**config.mk**
```make
export PLATFORM = sky130hd
export DESIGN_NAME = syscall_puts_unit
export DESIGN_NICKNAME = d
export VERILOG_FILES = /design/src/rtl/syscall_puts_unit.sv
export SDC_FILE = /design/constraint.sdc
export NUM_CORES = 1
export LEC_CHECK = 0
export ABC_CLOCK_PERIOD_IN_PS = 2400
export CAP_MARGIN = 15
export CORE_MARGIN = 1.5
export CORE_UTILIZATION = 48
export CTS_CLUSTER_SIZE = 12
export DETAILED_ROUTE_END_ITERATION = 16
export GPL_TIMING_DRIVEN = 0
export PLACE_DENSITY = 0.83
export SETUP_SLACK_MARGIN = 0.05
export SYNTH_ARGS = -nofsm -noshare
export SYNTH_HDL_FRONTEND = slang
export SYNTH_SLANG_ARGS = --single-unit
export TNS_END_PERCENT = 5
```
**constraint.sdc**
```tcl
create_clock -name clk -period 2.4 [get_ports clk]
set_input_delay 0.24 -clock clk [delete_from_list [all_inputs] [get_ports clk]]
set_output_delay 0.24 -clock clk [all_outputs]
set_load 0.01 [all_outputs]
```
**src/rtl/syscall_puts_unit.sv**
```systemverilog
// Print-string syscall engine: walks a NUL-terminated string in data memory one word at a time
// and streams its bytes on a ready/valid port. Optional simulator trace via SYSCALL_PUTS_TRACE_EN.
module syscall_puts_unit #(
    parameter int unsigned MAX_LEN    = 1024,
    parameter bit          BIG_ENDIAN = 1'b1
) (
    input  logic        clk,
    input  logic        reset,
    input  logic        printsig,
    input  logic [31:0] str,
    output logic        mem_rd,
    output logic [31:0] mem_addr,
    input  logic [31:0] mem_rdata,
    output logic        char_valid,
    output logic [7:0]  char_data,
    input  logic        char_ready,
    output logic        siggot,
    output logic        busy,
    output logic        truncated,
    output logic [2:0]  dbg_state_o
);

    localparam int unsigned   CW    = $clog2(MAX_LEN + 1);
    localparam logic [CW-1:0] MAX_C = CW'(MAX_LEN);

    typedef enum logic [2:0] {
        S_IDLE = 3'd0,
        S_RD   = 3'd1,
        S_WAIT = 3'd2,
        S_EMIT = 3'd3,
        S_DONE = 3'd4
    } state_t;

    state_t         state_q;
    logic           printsig_q;
    logic [31:0]    ptr_q;
    logic [CW-1:0]  count_q;
    logic [31:0]    buf_q;
    logic           mem_rd_q;
    logic [31:0]    mem_addr_q;
    logic           char_valid_q;
    logic [7:0]     char_data_q;
    logic           siggot_q;
    logic           truncated_q;

    logic           start_d;
    logic [31:0]    ptr_inc_d;
    logic [CW-1:0]  count_inc_d;
    logic [7:0]     wait_byte_d;
    logic [7:0]     next_byte_d;

    // Byte at lane offset off; big-endian puts offset 0 in the top byte.
    function automatic logic [7:0] lane_sel(input logic [31:0] w, input logic [1:0] off);
        logic [1:0] idx;
        idx = BIG_ENDIAN ? ~off : off;
        case (idx)
            2'd0:    lane_sel = w[7:0];
            2'd1:    lane_sel = w[15:8];
            2'd2:    lane_sel = w[23:16];
            default: lane_sel = w[31:24];
        endcase
    endfunction

    assign start_d     = printsig & ~printsig_q & (state_q == S_IDLE);
    assign ptr_inc_d   = ptr_q + 32'd1;
    assign count_inc_d = count_q + CW'(1);
    assign wait_byte_d = lane_sel(mem_rdata, ptr_q[1:0]);
    assign next_byte_d = lane_sel(buf_q, ptr_inc_d[1:0]);

    always_ff @(posedge clk) begin
        if (reset) begin
            state_q      <= S_IDLE;
            printsig_q   <= 1'b0;
            ptr_q        <= 32'd0;
            count_q      <= '0;
            buf_q        <= 32'd0;
            mem_rd_q     <= 1'b0;
            mem_addr_q   <= 32'd0;
            char_valid_q <= 1'b0;
            char_data_q  <= 8'd0;
            siggot_q     <= 1'b0;
            truncated_q  <= 1'b0;
        end else begin
            printsig_q <= printsig;
            mem_rd_q   <= 1'b0;
            siggot_q   <= 1'b0;
            case (state_q)
                S_IDLE: begin
                    if (start_d) begin
                        ptr_q       <= str;
                        count_q     <= '0;
                        truncated_q <= 1'b0;
                        mem_rd_q    <= 1'b1;
                        mem_addr_q  <= {str[31:2], 2'b00};
                        state_q     <= S_RD;
                    end
                end
                S_RD: begin
                    state_q <= S_WAIT;
                end
                S_WAIT: begin
                    // The first lane is decoded straight off the read data so EMIT can present it at once.
                    buf_q        <= mem_rdata;
                    char_valid_q <= (wait_byte_d != 8'h00);
                    if (wait_byte_d != 8'h00) begin
                        char_data_q <= wait_byte_d;
                    end
                    state_q <= S_EMIT;
                end
                S_EMIT: begin
                    if (!char_valid_q) begin
                        siggot_q <= 1'b1;
                        state_q  <= S_DONE;
                    end else if (char_ready) begin
                        ptr_q   <= ptr_inc_d;
                        count_q <= count_inc_d;
                        if (count_inc_d == MAX_C) begin
                            truncated_q  <= 1'b1;
                            char_valid_q <= 1'b0;
                            siggot_q     <= 1'b1;
                            state_q      <= S_DONE;
                        end else if (ptr_inc_d[1:0] == 2'b00) begin
                            char_valid_q <= 1'b0;
                            mem_rd_q     <= 1'b1;
                            mem_addr_q   <= {ptr_inc_d[31:2], 2'b00};
                            state_q      <= S_RD;
                        end else begin
                            char_valid_q <= (next_byte_d != 8'h00);
                            if (next_byte_d != 8'h00) begin
                                char_data_q <= next_byte_d;
                            end
                        end
                    end
                end
                S_DONE: begin
                    state_q <= S_IDLE;
                end
                default: begin
                    state_q <= S_IDLE;
                end
            endcase
        end
    end

    assign mem_rd      = mem_rd_q;
    assign mem_addr    = mem_addr_q;
    assign char_valid  = char_valid_q;
    assign char_data   = char_data_q;
    assign siggot      = siggot_q;
    assign busy        = (state_q != S_IDLE);
    assign truncated   = truncated_q;
    assign dbg_state_o = state_q;

`ifdef SYSCALL_PUTS_TRACE_EN
    always @(posedge clk) begin
        if (!reset && char_valid_q && char_ready) begin
            $write("%c", char_data_q);
        end
        if (!reset && state_q == S_DONE) begin
            $display("[puts] %0d chars%s", count_q, truncated_q ? " (truncated)" : "");
        end
    end
`else
`endif

endmodule

```
Word-level counts from Yosys, hierarchy flattened
Index checks and enable logic that the tools add are counted.
Word-level totals
  register bits after elaboration: 123
  bits of input ports: 68
  output and inout bits: 48
  logic and storage cells: 101
Operators by class
  add/subtract/negate cells: 2
  eq/ne operators: 19
  mux-type cells: 48
  bitwise operators: 6
  reductions and logical operators: 15
Operators with widths (number)
  $mux W32: 8
  $pmux W32 S2: 2
  $mux W8: 6
  $pmux W8 S3: 2
  $mux W11: 3
  $add A32 B1 Y32 const B: 1
  $pmux W11 S2: 1
  $ne A2 B2 Y1 const B: 9
  $mux W1: 16
  $pmux W8 S2: 1
  $reduce_bool A8 Y1: 2
  $mux W3: 5
  $pmux W3 S4: 1
  $add A11 B1 Y11 const B: 1
  $eq A11 B11 Y1 const B: 1
  $reduce_and A7 Y1: 1
  $eq A3 B2 Y1 const B: 2
  $logic_not A2 Y1: 3
  $pmux W1 S2: 3
  $reduce_and A6 Y1: 1
  $reduce_and A5 Y1: 1
  $eq A2 B1 Y1 const B: 2
  $eq A2 B2 Y1 const B: 2
  $ne A4 B4 Y1 const B: 1
  11 further kinds: 15

Longest topological paths before layout
Gate-level depths: netlist of run 1.
  depth after elaboration: 11
  gate-level depth with buffers: 12
  gate-level depth less buffers: 9

Worst setup path after synthesis of run 1
Ideal clock, no wire load.
  path kind: register -> register
  start point: register ptr_q[0]
  end point: register char_data_q[3], in the netlist char_data[3]
  setup time: 0.122 ns
  arrival time: 2.232 ns
  data required time: 2.278 ns
  setup slack: 0.046 ns
  stages on the path, launching flop included: 12
  path buffers: 2
  clock period less this slack: 2.354 ns
  path through: dfxtp_1 inv_1 ha_1 clkbuf_1 a222oi_1 a31oi_1 nor3b_1 nand2_1 a21boi_4 buf_4 o21bai_1 o311a_1
Between the ends
  word-level cells in the longest chain between the ends: 10
  elaborated cells on any way between the ends: 25
  those cells by class: add/sub: 1; eq/ne: 7; mux: 9; bitwise: 2; reduce/logical: 6
RTL lines
  from (decl): line 36  | logic [31:0] ptr_q;
  from (signal assigned): line 90  | ptr_q <= str;
  from (signal assigned): line 115  | ptr_q <= ptr_inc_d;
  $add A32 B1 Y32: line 65  | assign ptr_inc_d = ptr_q + 32'd1;
  $not A2 Y2: line 55  | idx = BIG_ENDIAN ? ~off : off;
  $eq A2 B2 Y1 (tied with other cells): line 56  | case (idx)
  $pmux W8 S3: line 56
  $mux W8: line 129  | if (next_byte_d != 8'h00) begin
  $mux W8: line 122  | end else if (ptr_inc_d[1:0] == 2'b00) begin
  $mux W8: line 117  | if (count_inc_d == MAX_C) begin
  $mux W8: line 114  | end else if (char_ready) begin
  $mux W8: line 111  | if (!char_valid_q) begin
  $pmux W8 S2: line 87  | case (state_q)
  to (signal assigned): line 106  | char_data_q <= wait_byte_d;
  to (signal assigned): line 130  | char_data_q <= next_byte_d;
  to (decl): line 42  | logic [7:0] char_data_q;
Parallel ways exist; a longest one is shown, timed or not. The select of a mux whose other input is x is not followed.
A chain may end at the register's enable or synchronous reset.

Worst setup path after layout of run 1
Same ends and word-level chain as after synthesis.

==> results of run 1 <==
report_power, final:
part	switching [mW]	leakage (nW)	total, mW	internal, mW
Combinational	1.13	2.18	2.12	0.997
Clock	0.962	0.289	2.57	1.60
Sequential	0.192	0.991	2.45	2.26
Total	2.28	3.46	7.14	4.86
worst max-delay path, delay by kind of cell, from the launching register on:
family	cells	cell delay, ns
compound gates	6	0.99
buf+inv	3	0.46
simple gates	1	0.28
fa+ha+maj	1	0.23
flops	1	0.38
what timing repair did:
action | in CTS | in global routing
setup endpoints to repair | 57 | 72
setup buffers | 19 | 8
hold buffers | 0 | 0
pin swaps | 16 | 16
resized for setup | 42 | 27
gates cloned | 2 | 2
final timing paths:
path	endpoint	slack, ns	cells after the start
max reg2reg	char_data[3]	-0.06	11
max	char_data[3]	-0.06	11
min reg2reg	buf_q[23]	0.45	2
min	buf_q[7]	0.39	3
cell families after synthesis:
| kind of cell | Yosys count |
|---|---|
| xor+xnor | 34 |
| simple gates | 343 |
| fa+ha+maj | 8 |
| compound gates | 193 |
| other cells | 1 |
| flops | 121 |
| mux | 33 |
| buf+inv | 70 |
cell usage in the layout (no fill, tap or decap), types with 10 or more instances in the layout:
cell             count
a21oi_1             85
mux2i_1             30
nand2_1            191
nand3_1             24
clkbuf_16           19
a222oi_1            10
xor2_1              27
clkbuf_1            27
nor2_1              53
clkdlybuf4s50_1    113
nand4_1             12
dfxtp_1            113
buf_4               29
buf_2               12
o21ai_0             43
state kept, by name, indices dropped and copies added (netlist names):
signal and flops:
char_data 8, mem_rd 1, buf_q 32, dbg_state_o 3, siggot 1, printsig_q 1
count_q 11, truncated 1, ptr_q 32, mem_addr 30, char_valid 1
metal layers:
layer	GRT usage [%]	vias up	share of wire (%)
li1	-	3135	-
met3	7.415	80	9.3
met1	36.71	3130	41
met4	11.97	0	3.4
met5	0	-	0
met2	45.31	387	46
final cells by class:
type	count	area (µm²)
Buffer	58	360.3
Clock buffer	21	470.5
Clock inverter	11	121.4
Fill cell	976	3925
Inverter	10	41.29
Multi-Input combinational cell	613	3654
Sequential cell	121	2442
Tap cell	172	215.2
Timing Repair Buffer	144	1441
==> out/results.tsv, run 1 <==
stage	metric	value	unit
floorplan	ios	116	
sta	whs	0.3937	ns
power_and_ir_drop	pwr_density_cell	816.0	nW/µm²
grt	grt_usage	28.47	%
cells_and_area	drive_above_1_share	14.31	%
synthesis	yosysMostFrequentCell	nand2_1	
floorplan	start_util	49.40	%
sta	slew_violations	0	
clocking	clk_path_buf_depth	2	
setup_path	max_stage_delay	0.38	ns
synthesis	synth_compound_area_share	19.25	%
setup_path	cpMaxStageDelayCell	dfxtp_4	
detailed_routing	drcViolationCount	0	
setup_path	regToRegStartpoint	ptr_q[0]	
grt	grt_pass1_vias	6088	
grt	antenna_found_initial	0	
power_and_ir_drop	max-vdd-ir-drop	0.5302	mV
synthesis	synth_top_cell_by_area	dfxtp_1	
clocking	clk_pin_slew_worst_paths	0.06	ns
setup_path	worstPathRequired	2.72	ns
sta	period_share	102.5	%
detailed_routing	drt-total-wl	20090	µm
status	violations	negative setup slack	
detailed_routing	dr.pass1.iters	7	
grt	grt_pass1_wl	29960	µm
detailed_routing	drtAntennaViolNets	0	
synthesis	netlist_top_cells_count	nand2_1, dfxtp_1, a21oi_1, nor2_1, o21ai_0	
sta	max_slew.worst_pin.slew	0.7079	ns
place	gp_congestion	0.9700	
synthesis	yosysUniqueCellTypes	61	
setup_path	endpoint_kind	flop	
setup_path	crit_chain	clkinvlp_4 -> ha_4 -> buf_4 -> a22oi_1 -> and3_1 -> a31oi_4 -> o21ai_2 -> a21boi_4 -> buf_6 -> o21bai_4 -> o311a_1	
power_and_ir_drop	p_leak	3.465	nW
synthesis	synth_enable_flop_cells	0	
clocking	numCtsBuffers	17	
synthesis	synth.area.top_cells	dfxtp_1, nand2_1, a21oi_1	
run	max_cap_violations	0	
setup_path	crit_path_max_fanout	7	
sta	clock_skew	0.005737	ns
floorplan	die-area	13730	µm²
detailed_routing	vias_per_cell	5.854	
cells_and_area	finalNetCount	1041	
place	dpl-instance-area	7610	µm²
synthesis	synth_area	6260	µm²
floorplan	rows	41	
setup_path	start_kind	flop	
place	dp_slack	-0.4658	ns
grt	overflow	0	
detailed_routing	post_drt_wl_per_cell	17.47	µm
status	outcome	complete, but fails checks	
synthesis	ys_warn_count	0	
sta	hold_viol_final	0	
sta	finalSetupViolations	7	
synthesis	synthArstFlopShare	0	%
grt	grt_start_max_net_pins	17	
floorplan	die_h	117.2	µm
cells_and_area	fin_cells	1150	
setup_path	critPathKind	reg2reg	
setup_path	cp-startpoint	ptr_q[0]	
place	io_buffers	113	
cells_and_area	diodes	0	
worst_hold_path	min_from	mem_rdata[7]	
synthesis	ys_seq_elements	121	
sta	rsz0062_at_grt	yes	
setup_path	arrival	2.78	ns
clocking	cts_sinks	121	
synthesis	synth_seq_area_share	38.70	%
clocking	root_buffer	clkbuf_16	
cells_and_area	area.growth.synth_to_final	39.72	%
cells_and_area	fin_util	69.02	%
synthesis	synth_top_family_by_area	simple AND/OR/NAND/NOR gates	
place	placedCellCount	1089	
place	hpwl	12820	µm
synthesis	yosys.area_share.simple	24.87	%
synthesis	syn_area_per_cell	7.795	µm²
detailed_routing	drt_iter0_markers	900	
synthesis	synth_xor_xnor_area_share	4.757	%
synthesis	postSynthCellCount	803	
floorplan	die_w	117.2	µm
synthesis	ys.flop_type	dfxtp_1	
synthesis	synth_mux_area_share	5.317	%
detailed_routing	vias	6732	
clocking	clock_latency	0.44	ns
sta	clock.fmax	0.4064	GHz
clocking	cts_htree_levels	4	
worst_hold_path	min-delay-path-class	in2reg	
cells_and_area	final_area	8746	µm²
synthesis	netlist.area_leader.share	38.70	%
sta	tns	-0.1900	ns
power_and_ir_drop	total_power	7.137	mW
clocking	cts_tree	built	
sta	final.setup.worst_slack	-0.06053	ns
synthesis	synth_fa_ha_area_share	1.599	%
sta	fin_crit	2.461	ns
floorplan	placeableCoreArea	12670	µm²
sta	slew_headroom	52.81	%
Power figures use the tool's default switching activity.
==> run 2, diff against run 1 <==
- CORE_UTILIZATION: 48 -> 55
- DONT_BUFFER_PORTS: default -> 1
- PLACE_DENSITY: 0.83 -> 0.79
==> run 2 against run 1 <==
  * The run still ends with negative setup slack left
  * Non-clock buffer count down 69
  * Sequential power up 3%
  * First-iteration DRC count fell by 31%
  * Critical path type unchanged
  * Critical endpoint is now char_data[7]
  * Largest cell class unchanged
  * Largest power group unchanged
  * Highest routed layer unchanged
==> out/results.tsv, run 2 (synthesized netlist as in run 1, its figures left out) <==
stage	metric	value	unit	change
sta	period_share	102.1	%	was 102.5%
setup_path	regToRegStartpoint	ptr_q[0]		unchanged
setup_path	crit_path_max_fanout	8		was 7
place	gp_congestion	0.9303		was 0.9700
sta	slew_violations	0		unchanged
detailed_routing	dr.pass1.iters	8		was 7
detailed_routing	drt_iter0_markers	618		was 900
sta	rsz0062_at_grt	yes		unchanged
place	io_buffers	0		was 113
clocking	cts_htree_levels	4		unchanged
clocking	cts_sinks	121		unchanged
grt	overflow	0		unchanged
detailed_routing	vias	6505		was 6732
sta	slew_headroom	55.50	%	was 52.81%
status	violations	negative setup slack		unchanged
sta	fin_crit	2.451	ns	was 2.461 ns
power_and_ir_drop	p_leak	3.193	nW	was 3.465 nW
cells_and_area	diodes	0		unchanged
place	hpwl	12620	µm	was 12820 µm
floorplan	placeableCoreArea	10980	µm²	was 12670 µm²
detailed_routing	drcViolationCount	0		unchanged
setup_path	arrival	2.76	ns	was 2.78 ns
setup_path	start_kind	flop		unchanged
detailed_routing	vias_per_cell	6.201		was 5.854
run	max_cap_violations	0		unchanged
sta	hold_viol_final	0		unchanged
clocking	cts_tree	built		unchanged
setup_path	ff2ff_setup_slack	-0.05	ns	was -0.06 ns
sta	max_slew.worst_pin.slew	0.6674	ns	was 0.7079 ns
floorplan	die_w	109.7	µm	was 117.2 µm
grt	antenna_found_initial	0		unchanged
cells_and_area	area.growth.synth_to_final	27.30	%	was 39.72%
cells_and_area	final_cell_mix	nand2_1, dfxtp_1, a21oi_1		was nand2_1, dfxtp_1, clkdlybuf4s50_1
grt	grt_start_max_net_pins	17		unchanged
sta	clock.fmax	0.4080	GHz	was 0.4064 GHz
sta	finalSetupViolations	4		was 7
cells_and_area	final_common_cell	nand2_1		unchanged
place	placedCellCount	944		was 1089
power_and_ir_drop	total_power	6.945	mW	was 7.137 mW
detailed_routing	drt-total-wl	19730	µm	was 20090 µm
grt	grt_pass1_wl	30020	µm	was 29960 µm
status	outcome	complete, but fails checks		unchanged
setup_path	endpoint_kind	flop		unchanged
setup_path	cp-startpoint	ptr_q[0]		unchanged
worst_hold_path	min-delay-path-class	in2reg		unchanged
floorplan	rows	38		was 41
clocking	clk_pin_slew_worst_paths	0.05	ns	was 0.06 ns
clocking	clock_latency	0.43	ns	was 0.44 ns
sta	final.setup.worst_slack	-0.05093	ns	was -0.06053 ns
sta	clock_skew	0.008301	ns	was 0.005737 ns
detailed_routing	post_drt_wl_per_cell	18.81	µm	was 17.47 µm
clocking	numCtsBuffers	17		unchanged
cells_and_area	finalNetCount	972		was 1041
power_and_ir_drop	max-vdd-ir-drop	0.5605	mV	was 0.5302 mV
grt	grt_usage	32.55	%	was 28.47%
cells_and_area	fillers	797		was 976
floorplan	start_util	56.99	%	was 49.40%
detailed_routing	drtAntennaViolNets	0		unchanged
clocking	root_buffer	clkbuf_16		unchanged
setup_path	worstPathRequired	2.71	ns	was 2.72 ns
floorplan	die_h	109.7	µm	was 117.2 µm
floorplan	ios	116		unchanged
floorplan	die-area	12030	µm²	was 13730 µm²
power_and_ir_drop	pwr_density_cell	871.5	nW/µm²	was 816.0 nW/µm²
grt	grt_pass1_vias	6264		was 6088
clocking	clk_path_buf_depth	2		unchanged
cells_and_area	fin_cells	1049		was 1150
cells_and_area	drive_above_1_share	15.84	%	was 14.31%
worst_hold_path	min_from	str[20]		was mem_rdata[7]
setup_path	critPathKind	reg2reg		unchanged
[run 2: stage by stage]
stage                     hold WS [ns]  util (%)    TNS, ns  setup WS [ns]  area (µm²)
after floorplan                 0.3682         -          0        0.05066        6264
after global placement          0.3745     58.62     -5.907        -0.4375        6439
after detailed placement        0.3776     58.62     -8.710        -0.5462        6439
after CTS                       0.1071     71.34  -0.005143      -0.005143        7835
after global routing            0.1400     72.56    -0.6527        -0.1062        7969
final                           0.1085     72.56   -0.08011       -0.05093        7969
[run 2: repair_timing]
item / in CTS / in global routing
hold endpoints to repair: 37 / 0
cloned: 1 / 0
resized for setup: 48 / 24
hold buffers: 37 / 0
pin swaps: 21 / 26
setup buffers: 30 / 8
setup endpoints to repair: 65 / 58
[run 2: worst max-delay path: stages, from the launching register on]
cell and delay [ns]:
dfxtp_4 0.42, inv_2 0.08, ha_2 0.26, a222oi_1 0.45, a31oi_1 0.16, nor3b_2 0.24
nand2_1 0.13, a21boi_4 0.23, buf_6 0.15, o21bai_1 0.08, o311a_1 0.13
[run 2: area by class of cell]
cell class	instances	area (µm²)	share of cell area, %
buffer	57	362.8	4.553
timing repair buffer	76	685.7	8.604
inverter	10	40.04	0.5024
clock inverter	7	112.6	1.413
multi-input combinational	613	3643	45.72
sequential	121	2444	30.66
clock buffer	25	505.5	6.343
tap	140	175.2	2.198
[run 2: routing by layer]
layer / track usage [%] / part of all wire [%]
met5: 0 / 0
met4: 14.75 / 3.4
met3: 9.425 / 10
met2: 52.75 / 47
met1: 39.92 / 39
[run 2: power by group]
| part | internal (mW) | total (mW) | switching [mW] |
|---|---|---|---|
| combinational | 0.755 | 1.76 | 1.01 |
| sequential | 2.26 | 2.52 | 0.263 |
| clock | 1.76 | 2.66 | 0.898 |
[run 2: path summary, 6_finish.rpt]
path                  endpoint  depth (start not counted)
setup / recovery  char_data[7]                         10
setup reg to reg  char_data[7]                         10
hold / removal    mem_addr[20]                          4
hold reg to reg      buf_q[27]                          2
==> patch, RTL diff (config.mk and constraints of run 2) <==
Set the parameter `BIG_ENDIAN` to 1'b0 (it was 1'b1).
--- a/src/rtl/syscall_puts_unit.sv
+++ b/src/rtl/syscall_puts_unit.sv
@@ -2,7 +2,7 @@
 // and streams its bytes on a ready/valid port. Optional simulator trace via SYSCALL_PUTS_TRACE_EN.
 module syscall_puts_unit #(
     parameter int unsigned MAX_LEN    = 1024,
-    parameter bit          BIG_ENDIAN = 1'b1
+    parameter bit          BIG_ENDIAN = 1'b0
 ) (
     input  logic        clk,
     input  logic        reset,
Formal check against the unedited RTL: not equivalent (Yosys sat finds a counterexample within 4 cycles, from zero or initial values and one cycle with reset high).
==> patch against run 2 <==
  * The run still ends with setup timing left
  * Hold slack got worse by 79 ps
  * Sequential cell count unchanged
  * Final area grew 2.2%
  * Worst setup slack worse by 100 ps
  * Sequential power down 2%
  * Wire length up 19%
  * Critical path depth rose by 1
  * Synthesized area increased by 2.9%
  * Clock power up 6%
  * Total power shrank 2.6%
  * Critical path type unchanged
  * Largest power group unchanged
==> patch: results <==
[detailed_routing]
num_vias = 7341
dr_wl_met2_mm = 10.37
drt_first_pass_iters = 9
wl_met1_mm = 8.782
dr_wl_met3_mm = 3.194
wl_mm = 23.50
vias_per_cell = 6.766

[clocking]
cts_resized = 42
hold_buffers = 35

[synth]
synth-xor-area-share_pct = 2.990
syn_inst = 852
synth-compound-area-share_pct = 24.89
yosysSeqAreaShare_pct = 37.59
yosysUniqueCellTypes = 62
synthTopCellsByCount = "nand2_1, dfxtp_1, a21oi_1"
synth.mux.area_fraction_pct = 1.553

[final_layout]
buffers = 127
clkbuf_count = 20
seq_share_pct = 29.87
layout.nets = 1003
inv_count = 23
final_util_pct = 71.31
multi_input_gates = 638
multi_input_area_share_pct = 47.93

[pwr]
p_switching_mw = 2.110
comb_power_share_pct = 21.8
leakagePower_nw = 2.852
peakVddDrop_mv = 0.7224
cellPowerDensity_nw_per_um2 = 830.4

[global_routing]
grt_pass1_vias = 6684
grtUsageMet2_pct = 53.54
grt.total_usage_pct = 34.88
grt_pass1_wl_mm = 34.25
gr-usage-met1_pct = 42.34
met3_usage_pct = 13.67

[placed_design]
postPlaceCellArea_um2 = 6626
dp_hpwl_mm = 14.38
gp_congestion = 0.9230
dp_cells = 996

[worst_setup_path]
slowest_delay_ps = 410
crit_path_top_delay_cell = "dfxtp_4"
reg2reg_depth = 11

[timing]
skew_ps = 11.23
setup_slack_ps = -152.0
max_slew.worst_pin.slew_ps = 722.4
finalSetupViolCount = 14
whs_ps = 29.09

[min_path]
hold_start = "str[0]"
min_to = "ptr_q[0]"

[status]
status = "finished with violations"
violations = "setup timing"

[floorplanning]
row_count = 39
[patch: cell types whose count changed in the layout (fill, tap and decap cells not counted), moves of 8 or more]
| cell | delta |
|---|---|
| xor2_1 | -18 |
| nand3_1 | +10 |
| o21ai_0 | +13 |
| inv_1 | +14 |
| nand2_1 | -40 |
| mux2i_1 | -19 |
| a211oi_1 | +10 |
| a21oi_1 | +8 |
| o31ai_1 | +13 |
| buf_4 | -13 |
| nand4_1 | +8 |
[patch: worst max-delay path by stage]
stage / end / slack [ps] / start / cells after the start
after detailed placement: char_data[5] / -660 / ptr_q[0] / 8
after floorplan: char_data[0] / 60 / ptr_q[0] / 10
after global placement: char_data[1] / -620 / ptr_q[0] / 9
final: char_data[1] / -150 / ptr_q[0] / 11
after global routing: char_data[1] / -230 / ptr_q[0] / 11
after CTS: char_data[3] / 20 / ptr_q[0] / 11
